<file path="config.mk">
export PLATFORM = sky130hd
export DESIGN_NAME = uart_pwd_rx
export DESIGN_NICKNAME = d
export VERILOG_FILES = /design/src/rtl/uart_pwd_rx.sv
export SDC_FILE = /design/constraint.sdc
export NUM_CORES = 1
export LEC_CHECK = 0
export CELL_PAD_IN_SITES_DETAIL_PLACEMENT = 0
export CELL_PAD_IN_SITES_GLOBAL_PLACEMENT = 1
export CORE_MARGIN = 10
export CORE_UTILIZATION = 34
export CTS_BUF_LIST = sky130_fd_sc_hd__clkbuf_8
export DETAILED_ROUTE_END_ITERATION = 7
export PLACE_DENSITY_LB_ADDON = 0.1
export SLEW_MARGIN = 10
export SYNTH_ARGS = -nofsm -noshare
export SYNTH_HDL_FRONTEND = slang
export SYNTH_SLANG_ARGS = --single-unit
</file>
<file path="constraint.sdc">
create_clock -name CLOCK_50 -period 6.1 [get_ports CLOCK_50]
set_input_delay 1.22 -clock CLOCK_50 [delete_from_list [all_inputs] [get_ports CLOCK_50]]
set_output_delay 1.22 -clock CLOCK_50 [all_outputs]
set_load 0.01 [all_outputs]
</file>
<file path="src/rtl/uart_pwd_rx.sv">
// UART (8N1) receiver that turns host-typed hex characters, CR and ESC into
// the same digit/enter/clear events the password-entry FSM gets from the board keys.
module uart_pwd_rx #(
    parameter int unsigned CLK_FREQ = 50_000_000,
    parameter int unsigned BAUD     = 9600
) (
    input  logic       CLOCK_50,
    input  logic       reset_n,
    input  logic       rx,
    output logic [3:0] digit,
    output logic       digit_valid,
    output logic       enter,
    output logic       clear,
    output logic       bad_char,
    output logic       framing_err,
    output logic       busy
);

    localparam int unsigned CLKS_PER_BIT = CLK_FREQ / BAUD;
    localparam int unsigned HALF_BIT     = CLKS_PER_BIT / 2;
    localparam int unsigned CNT_W        = $clog2(CLKS_PER_BIT + 1);

    typedef enum logic [2:0] {
        S_IDLE,
        S_START,
        S_DATA,
        S_STOP,
        S_WAIT_HIGH
    } state_e;

    state_e           state_q, state_d;
    logic             rx_meta_q, rx_s_q;
    logic [CNT_W-1:0] cnt_q, cnt_d;
    logic [2:0]       bit_idx_q, bit_idx_d;
    logic [7:0]       shift_q, shift_d;
    logic [3:0]       digit_q, digit_d;
    logic             digit_valid_q, digit_valid_d;
    logic             enter_q, enter_d;
    logic             clear_q, clear_d;
    logic             bad_char_q, bad_char_d;
    logic             framing_err_q, framing_err_d;
    logic             busy_q, busy_d;
    logic             expired;

    // Two-flop synchronizer for the asynchronous line; idles high.
    always_ff @(posedge CLOCK_50 or negedge reset_n) begin
        if (!reset_n) begin
            rx_meta_q <= 1'b1;
            rx_s_q    <= 1'b1;
        end else begin
            rx_meta_q <= rx;
            rx_s_q    <= rx_meta_q;
        end
    end

    always_ff @(posedge CLOCK_50 or negedge reset_n) begin
        if (!reset_n) begin
            state_q       <= S_IDLE;
            cnt_q         <= '0;
            bit_idx_q     <= '0;
            shift_q       <= '0;
            digit_q       <= '0;
            digit_valid_q <= 1'b0;
            enter_q       <= 1'b0;
            clear_q       <= 1'b0;
            bad_char_q    <= 1'b0;
            framing_err_q <= 1'b0;
            busy_q        <= 1'b0;
        end else begin
            state_q       <= state_d;
            cnt_q         <= cnt_d;
            bit_idx_q     <= bit_idx_d;
            shift_q       <= shift_d;
            digit_q       <= digit_d;
            digit_valid_q <= digit_valid_d;
            enter_q       <= enter_d;
            clear_q       <= clear_d;
            bad_char_q    <= bad_char_d;
            framing_err_q <= framing_err_d;
            busy_q        <= busy_d;
        end
    end

    assign expired = (cnt_q == CNT_W'(1));

    // Frame sequencing plus byte decode; the counter expires on the edge where it reads 1.
    always_comb begin
        state_d       = state_q;
        cnt_d         = cnt_q;
        bit_idx_d     = bit_idx_q;
        shift_d       = shift_q;
        digit_d       = digit_q;
        digit_valid_d = 1'b0;
        enter_d       = 1'b0;
        clear_d       = 1'b0;
        bad_char_d    = 1'b0;
        framing_err_d = 1'b0;

        if ((state_q == S_START || state_q == S_DATA || state_q == S_STOP) && !expired) begin
            cnt_d = cnt_q - CNT_W'(1);
        end

        case (state_q)
            S_IDLE: begin
                if (!rx_s_q) begin
                    cnt_d   = CNT_W'(HALF_BIT);
                    state_d = S_START;
                end
            end
            S_START: begin
                if (expired) begin
                    if (rx_s_q) begin
                        state_d = S_IDLE;
                    end else begin
                        cnt_d     = CNT_W'(CLKS_PER_BIT);
                        bit_idx_d = 3'd0;
                        state_d   = S_DATA;
                    end
                end
            end
            S_DATA: begin
                if (expired) begin
                    shift_d   = {rx_s_q, shift_q[7:1]};
                    cnt_d     = CNT_W'(CLKS_PER_BIT);
                    bit_idx_d = bit_idx_q + 3'd1;
                    if (bit_idx_q == 3'd7) begin
                        state_d = S_STOP;
                    end
                end
            end
            S_STOP: begin
                if (expired) begin
                    if (rx_s_q) begin
                        state_d = S_IDLE;
                        if (shift_q >= 8'h30 && shift_q <= 8'h39) begin
                            digit_d       = shift_q[3:0];
                            digit_valid_d = 1'b1;
                        end else if ((shift_q >= 8'h41 && shift_q <= 8'h46) ||
                                     (shift_q >= 8'h61 && shift_q <= 8'h66)) begin
                            digit_d       = shift_q[3:0] + 4'd9;
                            digit_valid_d = 1'b1;
                        end else if (shift_q == 8'h0D) begin
                            enter_d = 1'b1;
                        end else if (shift_q == 8'h1B) begin
                            clear_d = 1'b1;
                        end else begin
                            bad_char_d = 1'b1;
                        end
                    end else begin
                        framing_err_d = 1'b1;
                        state_d       = S_WAIT_HIGH;
                    end
                end
            end
            S_WAIT_HIGH: begin
                if (rx_s_q) begin
                    state_d = S_IDLE;
                end
            end
            default: begin
                state_d = S_IDLE;
            end
        endcase

        // A break parked in WAIT_HIGH is not an active frame.
        busy_d = (state_d == S_START) || (state_d == S_DATA) || (state_d == S_STOP);
    end

    assign digit       = digit_q;
    assign digit_valid = digit_valid_q;
    assign enter       = enter_q;
    assign clear       = clear_q;
    assign bad_char    = bad_char_q;
    assign framing_err = framing_err_q;
    assign busy        = busy_q;

endmodule
</file>
==> reports/summary.txt <==
Critical R2R Capture = digit[1]
Synth Register Bits = 39
average size of a mapped cell = 11.0 sq um
result of the run = finished clean
post-CTS repair timing setup buffer count = 0
Clock Skews = 6.40 ps
unrepaired setup endpoints after global routing = no
R2R setup slack = 3920 ps
TritonCTS clock tree = yes
worst path cell trace = clkdlybuf4s50_1
post-layout net count = 215
Syn Nets = 202
post-synthesis cell count = 192
overall global routing resource usage = 9.96%
number of sinks on the clock net = 39
count of input and output buffers = 12
met1 track demand over resource in global routing = 12.9%
fin crit share = 39.4%
delay of the slowest critical-path stage = 550 ps
global-route wire length before repair = 8160 microns
area enclosed by the die boundary = 9750 sq um
final critical path time including I/O delays and setup = 2410 ps
number of rows created at floorplan = 28
Via-to-Cell Ratio = 5.56
Clock Tree Root = sky130_fd_sc_hd__clkbuf_8
final RePlAce weighted congestion = 0.787
Power Density = 203 nW/um^2
prevailing post-synth register cell = sky130_fd_sc_hd__dfrtp_1
final setup violation count = 0
proportion of synthesized chip area in sequential cells = 46.4%
most common library cell in the layout ignoring fill and taps = sky130_fd_sc_hd__dfrtp_1
commonest non-fill, non-tap cells in the layout = 37 x sky130_fd_sc_hd__dfrtp_1, 11 x sky130_fd_sc_hd__clkdlybuf4s50_1, 10 x sky130_fd_sc_hd__a21oi_1
data arrival time of the critical path = 1190 ps
cell depth of the worst flop-to-flop path = 6
achievable frequency = 0.416 GHz
start of the worst register-to-register path = shift_q[1]
worst hold start = rx_meta_q
fraction of final layout cells sized beyond drive strength 1 = 15.5%
met2 Use GR = 15.7%
EDFF count, synth = 0
Setup crit start kind = register
WHS Endpoint = rx_s_q
share of async-settable or async-resettable flops after synthesis = 100%
Total Routed Length = 4570 microns
most crowded layer after global routing = met2
distinct cell type count after synthesis = 51
Maximum Capacitance Violations = 0
worst min-delay path category = register to register
leakage power of the design = 0.000971 uW
number of antenna violations at the first check in global routing = 0
number of remaining DRC errors = 0
starting density of the core = 35.4%
most area-hungry cell type in the Yosys netlist = sky130_fd_sc_hd__dfrtp_1
Max Transition Viols Final = 0
number of diodes added for antenna fixing = 0
cell area after synthesis = 2110 sq um
WP data required = 4880 ps
CTS Hold Bufs = 0
total gr overflow = 0
Synth top area share = 43.9%
Floorplan Core Area = 5960 sq um
clock insertion delay at the later pin of the skew report = 290 ps
post-synthesis to final-layout area growth = 14.4%
number of buffers created by CTS = 5
cell at the slowest stage of the critical path = sky130_fd_sc_hd__clkdlybuf4s50_1
vias = 1,563
number of fill cells in the layout = 598
maximum level of the CTS H-tree = 2
worst-case setup margin in the final layout = 3690 ps
First DRT Iteration DRCs = 65
number of warning messages in the yosys log = 0
Max IR drop VDD = 0.0000910 V
Rel. slew slack = 40.8%
final sum of negative setup slack = 0 ps
area taken by multi-input logic gates = 1060 sq um
hold path cells = 0
Critical Setup Path Class = register to output pin
pin count of the biggest net entering global routing = 40
largest fanout on the critical path = 2
final hold violation count = 0
maximum number of buffers from clock root to sink = 2
drt pass-1 iters = 4
per-cell routed wire length = 16.2 microns
critical path buffer and inverter count = 1
area taken by flip-flops and latches = 978 sq um
Placement Setup Slack = 3920 ps
height of the die = 98.7 microns
number of instances resized during post-cts repair = 0
number of global-route vias before repair = 1,628
main area contributors after synthesis = sky130_fd_sc_hd__dfrtp_1 44%, sky130_fd_sc_hd__mux2_2 4.3%, sky130_fd_sc_hd__ha_1 4.2%
sort of element at the end of the critical path = output pin
HPWL reported at the end of detailed placement = 3330 microns
family of cells with the greatest summed delay on the critical path = buffers and inverters
slew at the pin closest to its max-slew limit = 888 ps
Chip Width = 98.7 microns
fraction of the core area covered by cells at the end of the flow = 40.5%
# IOs = 13
clock-pin slew reported for the worst setup and hold paths after clock tree synthesis = 70 ps
GR met3 Demand/Resource = 2.51%
Routed Antenna Nets = 0
-- synth_stat cells, types with 3 or more instances --
| cell type | n |
|---|---|
| sky130_fd_sc_hd__or4_1 | 3 |
| sky130_fd_sc_hd__dfrtp_1 | 37 |
| sky130_fd_sc_hd__inv_1 | 9 |
| sky130_fd_sc_hd__nor3_1 | 6 |
| sky130_fd_sc_hd__mux2i_1 | 6 |
| sky130_fd_sc_hd__o31ai_1 | 4 |
| sky130_fd_sc_hd__nor2_1 | 9 |
| sky130_fd_sc_hd__ha_1 | 7 |
| sky130_fd_sc_hd__o211ai_1 | 4 |
| sky130_fd_sc_hd__a21oi_1 | 10 |
| sky130_fd_sc_hd__nand3_1 | 6 |
| sky130_fd_sc_hd__nor4_1 | 3 |
| sky130_fd_sc_hd__nor4b_1 | 3 |
| sky130_fd_sc_hd__buf_2 | 4 |
| sky130_fd_sc_hd__nand2_1 | 9 |
| sky130_fd_sc_hd__or2_2 | 3 |
| sky130_fd_sc_hd__nand4_1 | 3 |
| sky130_fd_sc_hd__mux2_2 | 8 |
| sky130_fd_sc_hd__o21ai_0 | 3 |
| sky130_fd_sc_hd__mux2_1 | 4 |
| sky130_fd_sc_hd__clkbuf_1 | 3 |
| sky130_fd_sc_hd__or3_1 | 6 |
| sky130_fd_sc_hd__nand2b_1 | 3 |
-- layout make-up --
type,count,area share [%]
clock buffer,6,3.43
clock inverter,2,1.45
inverter,9,1.40
multi-input combinational,137,44.2
sequential,39,40.6
tap,75,3.89
timing repair buffer,13,5.09
-- logic make-up after synthesis --
kind of cell	count (synthesis)	share of synthesized area (%)
AOI/OAI and AO/OA	40	14.4
xor gates and xnor gates	1	0.416
adders and majority gates	7	4.15
buffers and inverters	16	3.09
DFF	39	46.4
muxes	18	9.26
and+or+nand+nor	71	22.3
-- worst max-delay path by stage --
stage	depth (start not counted)	endpoint	from	slack, ps
3_5_place_dp	6	digit[1]	shift_q[1]	3920
3_3_place_gp	6	digit[1]	shift_q[1]	3970
5_1_grt	1	digit[1]	digit[1]	3640
4_1_cts	1	digit[2]	digit[2]	3670
2_1_floorplan	6	digit[1]	shift_q[0]	4120
6_report	1	digit[2]	digit[2]	3690
-- stage by stage --
step | area (sq um) | hold WS [ps] | power, uW | cells
after global routing | 2410 | 374 | 515 | 281
after global placement | 2290 | 350 | 273 | 273
after CTS | 2410 | 366 | 498 | 281
after detailed placement | 2290 | 351 | 273 | 273
final | 2410 | 362 | 490 | 281
after floorplan | 2110 | 345 | 266 | 192
-- flip-flops by register name (all words and copies together) (netlist names) --
register and count:
busy 1, enter 1, state_q 3, shift_q 8, digit 4, bad_char 1, bit_idx_q 3, framing_err 1
rx_s_q 1, clear 1, rx_meta_q 1, digit_valid 1, cnt_q 13
-- per-layer routing --
| layer | up-vias | share of wire [%] |
|---|---|---|
| li1 | 759 | - |
| met1 | 778 | 48 |
| met2 | 22 | 48 |
| met3 | 4 | 3.1 |
| met4 | 0 | 0.92 |
| met5 | - | 0 |
-- where the power goes --
part	internal, uW	switching (uW)
Combinational	1.09	5.77
Sequential	260	0.970
Clock	132	90.5
Power figures use the tool's default switching activity.
